$ cat src/rtl/alu_operand_stage.sv
// Operand stage ahead of the combinational ALU: register file, A/B operand registers,
// B-path shifter and a four-state sequencer that presents operands under valid/ready.
module alu_operand_stage #(
    parameter int NREGS = 8,
    parameter int WIDTH = 16
) (
    input  logic                       clk,
    input  logic                       reset,
    input  logic                       start,
    input  logic [$clog2(NREGS)-1:0]   rn,
    input  logic [$clog2(NREGS)-1:0]   rm,
    input  logic [1:0]                 shift,
    input  logic [1:0]                 op_in,
    input  logic                       asel,
    input  logic                       bsel,
    input  logic [WIDTH-1:0]           imm,
    input  logic                       write,
    input  logic [$clog2(NREGS)-1:0]   writenum,
    input  logic [WIDTH-1:0]           data_in,
    input  logic                       ready,
    output logic [WIDTH-1:0]           val_A,
    output logic [WIDTH-1:0]           val_B,
    output logic [1:0]                 ALU_op,
    output logic                       valid,
    output logic                       busy
);

    localparam int IDX_W = $clog2(NREGS);

    typedef enum logic [1:0] {
        IDLE    = 2'd0,
        RDA     = 2'd1,
        RDB     = 2'd2,
        PRESENT = 2'd3
    } state_t;

    state_t             state_q, state_d;
    logic [WIDTH-1:0]   regs_q [NREGS];
    logic [WIDTH-1:0]   regs_d [NREGS];
    logic [WIDTH-1:0]   a_q, a_d;
    logic [WIDTH-1:0]   b_q, b_d;
    logic [IDX_W-1:0]   rn_cap_q, rn_cap_d;
    logic [IDX_W-1:0]   rm_cap_q, rm_cap_d;
    logic [1:0]         shift_cap_q, shift_cap_d;
    logic [1:0]         op_cap_q, op_cap_d;
    logic               asel_cap_q, asel_cap_d;
    logic               bsel_cap_q, bsel_cap_d;
    logic [WIDTH-1:0]   imm_cap_q, imm_cap_d;

    // Fixed-width B shifter; bits shifted out are dropped, there is no carry.
    function automatic logic [WIDTH-1:0] shift_b(input logic [WIDTH-1:0] v,
                                                 input logic [1:0]       s);
        logic signed [WIDTH-1:0] sv;
        sv = signed'(v);
        case (s)
            2'b01:   return {v[WIDTH-2:0], 1'b0};
            2'b10:   return v >> 1;
            2'b11:   return $unsigned(sv >>> 1);
            default: return v;
        endcase
    endfunction

    // Register file: reads anywhere in this module see regs_q, i.e. pre-edge contents.
    always_comb begin
        regs_d = regs_q;
        if (write) begin
            regs_d[writenum] = data_in;
        end
    end

    always_comb begin
        state_d     = state_q;
        a_d         = a_q;
        b_d         = b_q;
        rn_cap_d    = rn_cap_q;
        rm_cap_d    = rm_cap_q;
        shift_cap_d = shift_cap_q;
        op_cap_d    = op_cap_q;
        asel_cap_d  = asel_cap_q;
        bsel_cap_d  = bsel_cap_q;
        imm_cap_d   = imm_cap_q;
        case (state_q)
            IDLE: begin
                if (start) begin
                    rn_cap_d    = rn;
                    rm_cap_d    = rm;
                    shift_cap_d = shift;
                    op_cap_d    = op_in;
                    asel_cap_d  = asel;
                    bsel_cap_d  = bsel;
                    imm_cap_d   = imm;
                    state_d     = RDA;
                end
            end
            RDA: begin
                a_d     = regs_q[rn_cap_q];
                state_d = RDB;
            end
            RDB: begin
                b_d     = shift_b(regs_q[rm_cap_q], shift_cap_q);
                state_d = PRESENT;
            end
            PRESENT: begin
                // A start arriving together with ready is dropped by design.
                if (ready) begin
                    state_d = IDLE;
                end
            end
            default: state_d = IDLE;
        endcase
    end

    always_ff @(posedge clk) begin
        if (reset) begin
            state_q     <= IDLE;
            a_q         <= '0;
            b_q         <= '0;
            rn_cap_q    <= '0;
            rm_cap_q    <= '0;
            shift_cap_q <= '0;
            op_cap_q    <= '0;
            asel_cap_q  <= 1'b0;
            bsel_cap_q  <= 1'b0;
            imm_cap_q   <= '0;
            for (int i = 0; i < NREGS; i++) begin
                regs_q[i] <= '0;
            end
        end else begin
            state_q     <= state_d;
            a_q         <= a_d;
            b_q         <= b_d;
            rn_cap_q    <= rn_cap_d;
            rm_cap_q    <= rm_cap_d;
            shift_cap_q <= shift_cap_d;
            op_cap_q    <= op_cap_d;
            asel_cap_q  <= asel_cap_d;
            bsel_cap_q  <= bsel_cap_d;
            imm_cap_q   <= imm_cap_d;
            for (int i = 0; i < NREGS; i++) begin
                regs_q[i] <= regs_d[i];
            end
        end
    end

    assign val_A  = asel_cap_q ? '0 : a_q;
    assign val_B  = bsel_cap_q ? imm_cap_q : b_q;
    assign ALU_op = op_cap_q;
    assign valid  = (state_q == PRESENT);
    assign busy   = (state_q != IDLE);

endmodule
$ cat config.mk
export PLATFORM = sky130hd
export DESIGN_NAME = alu_operand_stage
export DESIGN_NICKNAME = d
export VERILOG_FILES = /design/src/rtl/alu_operand_stage.sv
export SDC_FILE = /design/constraint.sdc
export NUM_CORES = 1
export LEC_CHECK = 0
export CORE_MARGIN = 4
export CORE_UTILIZATION = 60
export DETAILED_ROUTE_END_ITERATION = 10
export PLACE_DENSITY = 0.83
export SLEW_MARGIN = 40
export SYNTH_ARGS = -nofsm -noshare
export SYNTH_HDL_FRONTEND = slang
export SYNTH_SLANG_ARGS = --single-unit
$ cat constraint.sdc
create_clock -name clk -period 3.7 [get_ports clk]
set_input_delay 0.37 -clock clk [delete_from_list [all_inputs] [get_ports clk]]
set_output_delay 0.37 -clock clk [all_outputs]
set_load 0.03 [all_outputs]
==> results.md, run 1 <==
- Setup bufs post-CTS: 0
- Syn Area/Cell: 8.602 um^2
- First-pass GRT wire length: 40.03 mm
- P_leak: 3.483 nW
- Total track usage: 28.52%
- GR Overflow Total: 0
- IO buf count: 87
- Row cnt: 45
- Antenna Nets Post-Route: 0
- Post-route cell area: 0.01064 mm^2
- Vias in the first global route: 7573
- Yosys reg bits: 190
- Chip width: 132.1 um
- Worst r2r path cells: 4
- Detailed placement HPWL: 16.48 mm
- Die area: 0.01746 mm^2
- Sink Count: 190
- Diodes inserted: 0
- Initial core utilization: 61.06%
- Core box area: 0.01515 mm^2
- Via count: 8110
- Status: finished, final reports clean
- Setup Total Neg Slack: 0 ps
- Worst skew pair latency: 440 ps
- First-pass iteration count of the detailed router: 6
- RSZ-0062 raised after global routing: false
- Crit end category: output pin
- Detailed-route DRC error count: 0
- Max H-tree Level: 4
- Distinct cells, synth: 32
- Clock-pin slew on the worst setup and hold paths: 70 ps
- Post_cts resized: 0
- Crit path kind: flip-flop to output pin
- R2R setup slack: 1510 ps
- Initial antenna violation count: 0
- Most common cell after layout, fill and taps aside: nand2_1
- Hold Vio Cnt, Final: 0
- Max Cap Viol: 0
- Nets: 1162
- # setup viols final: 0
- Clk root buf: clkbuf_16
- Final wirelength: 25.15 mm
- CTS tree: done
- 1st-iter DRT viols: 771
- CTS Buf Count: 17
- Top FF cell, synth: dfxtp_1
- Register area share after synthesis: 41.13%
- Tmin final: 2630 ps
- Crit start category: flip-flop
- Routed len/inst: 19.26 um
- Synth warnings: 0
- WP data arrival: 2260 ps
- Slew margin rel.: 41.36%
- Placer Congestion: 0.8921
- # fillers: 1157
- Clk_skew: 8.166 ps
- Die height: 132.1 um
- Cells after Synth: 1075
- Final slew viol count: 0
- Peak Freq: 380.2 MHz
- Required time worst endpoint: 3330 ps
- Hold Crit Class: primary input to flip-flop
- P per Cell Area: 572.8 mW/mm^2
- Cts-stage hold buffer count: 0
- Hold path depth: 2
- Critical Path Fanout Max: 17
- Worst-Margin Slew: 877.2 ps
- Placed cell areas: 0.01004 mm^2
- Most frequent cells in the layout: nand2_1 (317), dfxtp_1 (186), a21oi_1 (157), clkdlybuf4s50_1 (86), mux2i_1 (69)
- DR vias/cell: 6.210
- Ys async rst share: 0%
- Largest net degree at the start of global routing: 95
- I/O pins: 88
- Cell area after synthesis: 0.009248 mm^2
- Synth Net Count: 1132
- Clk buf depth: 2
- Peak supply drop: 0.3927 mV
- Fraction of layout cells with a size suffix above 1: 11.18%
- Layout Area Growth over Synthesis: 15.10%
- Period utilization: 71.09%
- EDFF count, synth: 0
## worst max-delay path, stage by stage, from the launching register on
cell	delay, ps
dfxtp_1	800
mux2_2	420
clkdlybuf4s50_1	600
## cell usage after synthesis, types with 7 or more instances
cell type | n | area (um^2)
a211oi_1 | 19 | 142.6
a21oi_1 | 157 | 785.8
a22oi_1 | 22 | 165.2
a31oi_1 | 23 | 143.9
buf_2 | 32 | 160.2
buf_4 | 7 | 52.55
clkbuf_1 | 46 | 172.7
dfxtp_1 | 190 | 3804
mux2_2 | 19 | 214.0
mux2i_1 | 69 | 690.7
mux4_2 | 38 | 855.8
nand2_1 | 318 | 1194
nand3_1 | 28 | 140.1
nor2_1 | 31 | 116.4
nor2b_1 | 21 | 131.4
o21bai_1 | 11 | 82.58
## power by group
| part | internal (W) | switching (W) |
|---|---|---|
| logic | 0.000739 | 0.00102 |
| clock network | 0.00108 | 0.000761 |
| registers | 0.00226 | 0.000235 |
| total | 0.00408 | 0.00201 |
## metal layers
| metal | vias up | part of all wire, % | global-route usage, % |
|---|---|---|---|
| li1 | 3789 | - | - |
| met1 | 3859 | 40 | 37.80 |
| met2 | 408 | 48 | 46.69 |
| met3 | 54 | 9.5 | 5.573 |
| met4 | 0 | 2.3 | 10.33 |
| met5 | - | 0 | 0 |
## per-stage QoR
stage / total power [W] / std cells / worst slack [ps] / utilization [%] / hold slack (ps)
floorplan: 0.003724 / 1075 / 1961 / - / 432.9
CTS: 0.006084 / 1306 / 1049 / 70.16 / 367.5
global route: 0.006329 / 1306 / 994.9 / 70.28 / 405.4
finish: 0.006097 / 1306 / 1070 / 70.28 / 367.0
global placement: 0.004231 / 1274 / 1360 / 66.18 / 438.1
detailed placement: 0.004269 / 1274 / 1314 / 66.26 / 444.8
## registers in the layout, indices dropped and copies added, names as in the netlist
register	count
rn_cap_q	3
shift_cap_q	2
asel_cap_q	1
regs_q	128
a_q	16
bsel_cap_q	1
b_q	16
ALU_op	2
state_q	2
rm_cap_q	3
imm_cap_q	16
## layout make-up
class,instances,area (um^2),share of cell area (%)
Timing Repair Buffer,107,1031,9.686
Sequential cell,190,3814,35.83
Tap cell,188,235.2,2.210
Multi-Input combinational cell,784,4955,46.55
Clock buffer,27,513.0,4.820
Inverter,5,18.77,0.1763
Clock inverter,5,77.57,0.7288
## path summary, 6_finish.rpt
path	start	end
setup reg to reg	rm_cap_q[1]$_SDFFE_PP0P_	b_q[0]$_SDFFE_PP0P_
hold / removal	reset	imm_cap_q[1]$_SDFFE_PP0P_
setup / recovery	bsel_cap_q$_SDFFE_PP0P_	val_B[7]
hold reg to reg	ALU_op[1]$_SDFFE_PP0P_	ALU_op[1]$_SDFFE_PP0P_
## kinds of logic after synthesis
logic type               after synthesis  synth area share [%]
flip-flops                           190                 41.13
adder cells (fa/ha/maj)                5                0.6765
multiplexers                         126                 19.04
AO/OA/AOI/OAI                        245                 15.72
buffers and inverters                101                 5.574
AND/OR/NAND/NOR                      408                 17.86
(Power assumes the default switching activity.)
==> run 2, diff against run 1 <==
--- a/config.mk
+++ b/config.mk
@@ -6,9 +6,9 @@
 export NUM_CORES = 1
 export LEC_CHECK = 0
 export CORE_MARGIN = 4
-export CORE_UTILIZATION = 60
+export CORE_UTILIZATION = 52
 export DETAILED_ROUTE_END_ITERATION = 10
-export PLACE_DENSITY = 0.83
+export PLACE_DENSITY = 0.76
 export SLEW_MARGIN = 40
 export SYNTH_ARGS = -nofsm -noshare
 export SYNTH_HDL_FRONTEND = slang
==> constraint.sdc (replaced) <==
create_clock -name clk -period 2.4 [get_ports clk]
set_input_delay 0.24 -clock clk [delete_from_list [all_inputs] [get_ports clk]]
set_output_delay 0.24 -clock clk [all_outputs]
set_load 0.03 [all_outputs]
==> results.md, run 2 (synthesis gave the netlist of run 1 again) <==
- Status: finished, final reports clean
- Hold EP: state_q[1]$_SDFFE_PP0P_
- Clock-pin slew on the worst setup and hold paths: 70 ps (about the same)
- P per Cell Area: 861.0 mW/mm^2 (+50%)
- Most common cell after layout, fill and taps aside: nand2_1
- Row cnt: 48 (+6.7%)
- Crit path kind: flip-flop to output pin
- Setup Total Neg Slack: 0 ps (unchanged)
- Hold Slack: 324.7 ps (-42.30 ps)
- Die height: 141.4 um (+7.0%)
- Clk root buf: clkbuf_16
- Top delay family on crit path: flip-flops
- Vias in the first global route: 7627 (+0.71%)
- First-pass iteration count of the detailed router: 5 (-1)
- R2R setup slack: 450 ps (-1060 ps)
- Required time worst endpoint: 2160 ps (-1170 ps)
- Die area: 0.01998 mm^2 (+14%)
- Worst-Margin Slew: 687.3 ps (-189.9 ps)
- Placed insts: 1332 (+4.6%)
- Chip width: 141.4 um (+7.0%)
- Fin cells: 1364 (+4.4%)
- Final wirelength: 25.88 mm (+2.9%)
- Hold path depth: 2 (unchanged)
- Clk_skew: 5.621 ps (-2.545 ps)
- P_leak: 3.587 nW (+3.0%)
- Tmin final: 2237 ps
- Slew margin rel.: 54.12% (+13 points)
- Fraction of layout cells with a size suffix above 1: 12.47% (+1.3 points)
- Most frequent cells in the layout: nand2_1 (318), dfxtp_1 (187), a21oi_1 (157), clkdlybuf4s50_1 (86), mux2i_1 (69)
- FF/Latch Area: 0.003810 mm^2 (about the same)
- Core box area: 0.01736 mm^2 (+15%)
- Nets: 1183 (+1.8%)
- RSZ-0062 raised after global routing: false
- R2r startpoint: rm_cap_q[0]$_SDFFE_PP0P_
- Worst skew pair latency: 430 ps (about the same)
- Setup bufs post-CTS: 0 (unchanged)
- Hold Crit Start: reset
- IO buf count: 87 (unchanged)
- Routed len/inst: 18.97 um (-1.5%)
- Diodes inserted: 0 (unchanged)
- Critical Path Fanout Max: 17 (unchanged)
- Worst r2r path cells: 5 (+1)
- Hold Vio Cnt, Final: 0 (unchanged)
- Largest net degree at the start of global routing: 62 (-35%)
- Initial core utilization: 53.28% (-7.8 points)
- Period utilization: 93.20%
- # setup viols final: 0 (unchanged)
- GR Overflow Total: 0 (unchanged)
- Max Cap Viol: 0 (unchanged)
- Clk buf depth: 2 (unchanged)
- Post_cts resized: 0 (unchanged)
- Cts-stage hold buffer count: 0 (unchanged)
- Placer Congestion: 0.8704 (-2.4%)
- Crit start category: flip-flop
- CTS tree: done
- Total track usage: 25.98% (-2.5 points)
- Sink Count: 190 (unchanged)
- Max H-tree Level: 4 (unchanged)
- DR vias/cell: 5.939 (-4.4%)
- Final slew viol count: 0 (unchanged)
- Critical-path top delay cell: dfxtp_1
- Area occupied by multi-input gates: 0.004931 mm^2 (-0.48%)
- I/O pins: 88 (unchanged)
- Peak Freq: 447.0 MHz
- Detailed placement HPWL: 17.53 mm (+6.4%)
- 1st-iter DRT viols: 749 (-2.9%)
- Buffers & Inverters on Critical Path: 1 (unchanged)
- CP cell instances: nor2b_1, clkdlybuf4s50_1
- Reg with most FFs: regs_q
- Antenna Nets Post-Route: 0 (unchanged)
- Max FFs per register: 128 (unchanged)
- WP data arrival: 2000 ps (-260 ps)
- Via count: 8101 (-0.11%)
- Crit end category: output pin
- First-pass GRT wire length: 41.05 mm (+2.6%)
- R2R Path End: b_q[1]$_SDFFE_PP0P_
- CTS Buf Count: 17 (unchanged)
- # fillers: 1470 (+27%)
- Peak supply drop: 0.6484 mV (+65%)
- Hold Crit Class: primary input to flip-flop
- Detailed-route DRC error count: 0 (unchanged)
- Slowest cell delay on critical path: 760 ps (-40 ps)
- Initial antenna violation count: 0 (unchanged)
- Layout Area Growth over Synthesis: 17.32%
-- run 2: cell count changes in the layout (fill, tap and decap cells not counted), moves of 2 or more --
cell / delta
clkbuf_8: -3
nand3_2: -3
inv_6: +2
buf_12: +4
buf_4: +17
nand3_1: +3
clkinv_4: +4
clkbuf_1: -4
-- run 2: per-layer routing --
layer,vias up,track usage [%],routed length (um),part of all wire [%]
met5,-,0,0,0
met4,0,7.904,586,2.3
met3,64,6.100,2314,8.9
met2,365,41.11,11730,45
met1,3826,35.53,11250,43
li1,3846,-,-,-
-- run 2: worst register-to-register path, stage by stage, from the launching register on --
cell and delay [ps]:
dfxtp_4 560, buf_12 260, mux2i_1 410, a22oi_1 180
a32oi_1 300, a211oi_2 90
-- run 2: cell type report --
| type | count | area share, % |
|---|---|---|
| clock inverters | 12 | 1.038 |
| clock buffers | 20 | 4.209 |
| well taps | 225 | 2.595 |
| repair buffers | 128 | 11.42 |
| flip-flops and latches | 190 | 35.12 |
| multi-input cells | 784 | 45.45 |
| inverters | 5 | 0.1730 |
-- run 2: power breakdown --
| part | switching (W) | internal (W) | leakage [nW] |
|---|---|---|---|
| logic | 0.00167 | 0.00120 | 1.76 |
| registers | 0.000248 | 0.00348 | 1.55 |
| clock network | 0.00125 | 0.00149 | 0.277 |
-- run 2: worst max-delay path by stage --
stage                                   startpoint                   to  slack [ps]  cells after the start
after floorplan           rm_cap_q[1]$_SDFFE_PP0P_  b_q[1]$_SDFFE_PP0P_         790                      5
after detailed placement  rm_cap_q[0]$_SDFFE_PP0P_  b_q[1]$_SDFFE_PP0P_         550                      5
after CTS                  asel_cap_q$_SDFFE_PP0P_            val_A[14]         130                      2
final                      asel_cap_q$_SDFFE_PP0P_            val_A[14]         160                      2
after global routing       asel_cap_q$_SDFFE_PP0P_            val_A[14]          50                      2
after global placement    rm_cap_q[0]$_SDFFE_PP0P_  b_q[1]$_SDFFE_PP0P_         570                      5
-- run 2: metrics by stage --
step	setup slack [ps]	util (%)	power, W	cell area [um^2]
final	163.1	62.51	0.009341	10850
after global routing	49.06	62.51	0.009786	10850
after CTS	128.5	62.51	0.009362	10850
after detailed placement	547.7	59.23	0.006652	10280
after global placement	568.4	59.21	0.006606	10280
after floorplan	789.0	-	0.005742	9248
==> run 3, diff against run 2 <==
--- a/config.mk
+++ b/config.mk
@@ -7,6 +7,7 @@
 export LEC_CHECK = 0
 export CORE_MARGIN = 4
 export CORE_UTILIZATION = 52
+export CTS_CLUSTER_SIZE = 16
 export DETAILED_ROUTE_END_ITERATION = 10
 export PLACE_DENSITY = 0.76
 export SLEW_MARGIN = 40
==> results of run 3 <==
Final layout, timing and power as in run 2 (identical DEF).
